<file path="src/rtl/alu_result_stage.sv">
// Purpose: small in-order queue between the ALU and writeback; captures HI/LO from mul/div results as they retire.
// Latency: one cycle from accepted push to visible head (no bypass); HI/LO update on the same edge the mul/div entry pops.
// Backpressure: in_ready drops when the queue is full (registered count only); entries wait while out_ready is low.
//
// Optional build macro ALU_RESULT_FLAGS_EN adds out_zero/out_neg head flags.
module alu_result_stage #(
    parameter int DEPTH = 2
) (
    input  logic        clock,
    input  logic        reset,
    input  logic        in_valid,
    output logic        in_ready,
    input  logic [4:0]  alu_sel,
    input  logic [63:0] alu_out,
    output logic        out_valid,
    input  logic        out_ready,
    output logic [31:0] z_out,
    output logic        out_err,
    output logic [31:0] hi,
    output logic [31:0] lo
`ifdef ALU_RESULT_FLAGS_EN
    ,
    output logic        out_zero,
    output logic        out_neg
`endif
);

    // DEPTH is restricted to powers of two in 2..8, so pointers wrap naturally.
    localparam int AW = $clog2(DEPTH);
    localparam int EW = 5 + 64;
    localparam logic [AW:0]   FULL_CNT = (AW + 1)'(DEPTH);
    localparam logic [AW-1:0] PTR_ONE  = AW'(1);
    localparam logic [AW:0]   CNT_ONE  = (AW + 1)'(1);

    logic [EW-1:0] mem [DEPTH];
    logic [AW-1:0] wr_ptr;
    logic [AW-1:0] rd_ptr;
    logic [AW:0]   count;

    logic          push;
    logic          pop;
    logic          empty;
    logic [EW-1:0] head_entry;
    logic [4:0]    head_sel;
    logic          head_err;
    logic          head_muldiv;

    // Handshake decode and head-entry field extraction.
    always_comb begin
        empty       = (count == '0);
        in_ready    = (count != FULL_CNT);
        out_valid   = !empty;
        push        = in_valid && in_ready;
        pop         = out_valid && out_ready;
        head_entry  = mem[rd_ptr];
        head_sel    = head_entry[68:64];
        // 3 and 15..31 are not assigned to any ALU operation.
        head_err    = (head_sel == 5'd3) || (head_sel >= 5'd15);
        head_muldiv = (head_sel == 5'd2) || (head_sel == 5'd4);
    end

    // Head outputs are forced to zero when nothing is queued so stale storage never leaks.
    always_comb begin
        z_out   = '0;
        out_err = 1'b0;
        if (!empty) begin
            z_out   = head_entry[31:0];
            out_err = head_err;
        end
    end

`ifdef ALU_RESULT_FLAGS_EN
    // Zero/negative flags derived from the head result, cleared when empty.
    always_comb begin
        out_zero = 1'b0;
        out_neg  = 1'b0;
        if (!empty) begin
            out_zero = (head_entry[31:0] == 32'd0);
            out_neg  = head_entry[31];
        end
    end
`endif

    // Queue storage; contents are don't-care until written, so no reset.
    always_ff @(posedge clock) begin
        if (push && !reset) begin
            mem[wr_ptr] <= {alu_sel, alu_out};
        end
    end

    // Pointer and occupancy bookkeeping; reset wins over any push/pop in the same cycle.
    always_ff @(posedge clock) begin
        if (reset) begin
            wr_ptr <= '0;
            rd_ptr <= '0;
            count  <= '0;
        end else begin
            if (push) begin
                wr_ptr <= wr_ptr + PTR_ONE;
            end
            if (pop) begin
                rd_ptr <= rd_ptr + PTR_ONE;
            end
            case ({push, pop})
                2'b10:   count <= count + CNT_ONE;
                2'b01:   count <= count - CNT_ONE;
                default: count <= count;
            endcase
        end
    end

    // HI/LO take the full 64-bit mul/div result as that entry retires; everything else leaves them alone.
    always_ff @(posedge clock) begin
        if (reset) begin
            hi <= '0;
            lo <= '0;
        end else if (pop && head_muldiv) begin
            hi <= head_entry[63:32];
            lo <= head_entry[31:0];
        end
    end

endmodule

</file>
<file path="config.mk">
export PLATFORM = sky130hd
export DESIGN_NAME = alu_result_stage
export DESIGN_NICKNAME = d
export VERILOG_FILES = /design/src/rtl/alu_result_stage.sv
export SDC_FILE = /design/constraint.sdc
export NUM_CORES = 1
export LEC_CHECK = 0
export ABC_AREA = 1
export ABC_CLOCK_PERIOD_IN_PS = 8700
export CAP_MARGIN = 20
export CORE_MARGIN = 2
export CORE_UTILIZATION = 25
export DETAILED_ROUTE_END_ITERATION = 16
export MAX_ROUTING_LAYER = met4
export SLEW_MARGIN = 15
export SYNTH_ARGS = -nofsm -noshare
export SYNTH_HDL_FRONTEND = slang
export SYNTH_SLANG_ARGS = --single-unit
</file>
<file path="constraint.sdc">
create_clock -name clock -period 8.7 [get_ports clock]
set_input_delay 1.74 -clock clock [delete_from_list [all_inputs] [get_ports clock]]
set_output_delay 1.74 -clock clock [all_outputs]
set_load 0.02 [all_outputs]
</file>
==> flow_metrics.tcl <==
set metrics [dict create \
    yosysWarnings 0 \
    maxSlewViolCount 0 \
    required_ns 6.96 \
    place.gp.congestion 0.7408 \
    cp_slowest_cell "buf_4" \
    dp_hpwl_mm 11.60 \
    ys_seq_area_share_pct 68.66 \
    clock-sinks 207 \
    postSynthCellCount 674 \
    synthAdderAreaFrac_pct 0.1555 \
    grt_pass1_wl_mm 29.94 \
    worst_pin_slew_ns 1.052 \
    yosysMostFrequentCell "edfxtp_1" \
    cp_top_family "buffers and inverters" \
    ant_nets 0 \
    cts-htree-levels 1 \
    crit_type "reg2out" \
    firstDrtPassIters 4 \
    synth.area.mux_share_pct 7.960 \
    min_path_type "reg2reg" \
    dieArea_sq_mm 0.03364 \
    clock_latency_ns 0.52 \
    p_per_area_mw_per_mm2 248.1 \
    dr_wl_met2_mm 9.408 \
    drt_first_iter_violations 225 \
    num_vias 5424 \
    n_antenna_cell 0 \
    post-place-cells 1208 \
    path_buf_inv 2 \
    avgRoutedWirePerCell_um 15.58 \
    finalHoldViolCount 0 \
    port_buffers 171 \
    syn_to_final_growth_pct 33.99 \
    rsz0062_at_grt "false" \
    first_global_vias 5519 \
    holdBufCountCts 0 \
    synth_top_family_by_area "simple AND/OR/NAND/NOR gates" \
    slew_headroom_pct 29.86 \
    skew_ns 0.01909 \
    startpoint_type "flop" \
    clkTransAtPathRegs_ns 0.06 \
    cts_tree "done" \
    synth_top_area_share_pct 51.49 \
    synthSimpleGateAreaFrac_pct 13.91 \
    avgSynthCellArea_sq_um 11.94 \
    ys_ff_latch 207 \
    grt_overflow_total 0 \
    drive_gt1_share_pct 6.110 \
    wl_met3_um 970 \
    synth_edf_count 138 \
    gr-usage-all-layers_pct 11.70 \
    synth_compound_area_share_pct 4.478 \
    setup_tns_ns 0 \
    nNetsFinal 907 \
    fin_cells 1253 \
    syn_area_sq_mm 0.008048 \
    dieWidth_um 183.4 \
    status "complete, no violations" \
    viasPerCell 4.329 \
    timing.hold.ws_ns 0.4570 \
    ir_drop_uv 174.3 \
    cts_buffer_depth 3 \
    clockRootBuffer "clkbuf_16" \
    cp.arrival_ns 3.04 \
    setup_violations 0 \
    post_cts_buffers 0 \
    critPathMaxStageDelay_ns 0.85 \
    start_util_pct 25.44 \
    core_sq_mm 0.03164 \
    p_leak_nw 3.719 \
    yosys.area_share.xor_xnor_pct 0 \
    drc 0 \
    cts_made_buffers 24 \
    synth_common_cells "edfxtp_1 (138), nor2_1 (100), nand2_1 (94), a21oi_1 (70), dfxtp_1 (69)" \
    ios 172 \
    cp_max_fo 50 \
    chipHeight_um 183.4 \
    cp_cell_sequence "buf_4, mux2i_1, nor2_1, clkdlybuf4s50_1" \
    cap_violations 0 \
    drt-met1-wl_mm 8.497 \
    ys_top_cells_by_area "edfxtp_1 (51%), dfxtp_1 (17%), mux2i_1 (8.0%)" \
    rows 65 \
    grt_max_degree 98 \
    fmax_ghz 0.2091 \
    yosys.area.top_type "edfxtp_1" \
    async_flop_share_pct 0 \
    top_layer_used "met4" \
    setup.worst_path.end_class "output port" \
    yosys.cell_types.count 22 \
    min_period_ns 4.782 \
    synth_ff_type "edfxtp_1" \
    post-route-period-util_pct 54.97 \
    synth_nets 748 \
    n_fill_cell 3110 \
    antenna_found_initial 0 \
    drt_wl_total_mm 19.52 \
    cts_resized 0 \
]
worst reg2reg max path, cell delays in order, from the launching register on:
cell,delay (ns)
dfxtp_1,0.41
nor2_4,0.12
buf_12,0.18
nor2_4,0.18
nand2_2,0.09
nor2_4,0.57
buf_4,0.91
nand3_1,0.22
nand2_1,0.11
nor2_1,0.04
sequential cells by signal, indices dropped and copies added, names as in the netlist, named ones only:
signal,count
count,2
mem,138
hi,32
wr_ptr,1
lo,32
rd_ptr,1
final timing paths:
path	startpoint	to	slack (ns)	depth (start not counted)
min reg2reg	rd_ptr	flop	0.46	1
min	rd_ptr	flop	0.46	1
max reg2reg	count[1]	lo[10]	5.76	9
max	flop	z_out[31]	3.92	4
cells by family (layout without fill, tap and decap cells):
logic type	count (synthesis)	after routing
adder cells (fa/ha/maj)	1	1
multiplexers	64	64
AND/OR/NAND/NOR	268	268
flip-flops	207	207
buffers and inverters	62	239
AO/OA/AOI/OAI	72	72
layout make-up:
class                           count  area, sq um  area share [%]
Clock buffer                       34        679.4           6.301
Timing Repair Buffer              179         1784           16.55
Multi-Input combinational cell    405         2153           19.97
Tap cell                          402        503.0           4.665
Sequential cell                   207         5529           51.28
Clock inverter                     10        71.32          0.6614
Inverter                           16        62.56          0.5802
through the flow:
step	instance area, sq um	util, %	total power, mW	worst slack (ns)
floorplan	8048	-	1.509	1.606
finish	10780	34.08	2.675	3.918
detailed placement	10010	31.65	1.739	4.188
global placement	10010	31.65	1.734	4.225
global route	10780	34.08	2.798	3.679
CTS	10760	34.02	2.712	3.801
cell usage in the layout (no fill, tap or decap), types with 2 or more instances in the layout:
cell type          n
nor2_1            99
clkinv_1           3
nand3_1           67
inv_1             14
a21oi_1           70
clkbuf_16         25
dfxtp_1           68
clkbuf_8           2
clkinv_2           6
edfxtp_1         138
buf_4              7
mux2i_1           64
clkdlybuf4s50_1  171
o21ai_0            2
clkbuf_1           7
nor2_4             4
nand2_1           93
per-layer routing:
metal	GRT usage, %	up-vias
li1	-	2674
met1	13.89	2583
met2	19.68	132
met3	2.417	35
met4	4.192	0
met5	-	-
power by group:
group	switching, mW	total, mW	internal, mW	leakage, nW
combinational	0.352	0.576	0.224	1.52
clock	0.389	0.960	0.570	0.373
sequential	0.0296	1.14	1.11	1.82
total	0.770	2.67	1.90	3.72
Note: power is estimated with default switching activity, not from simulation.
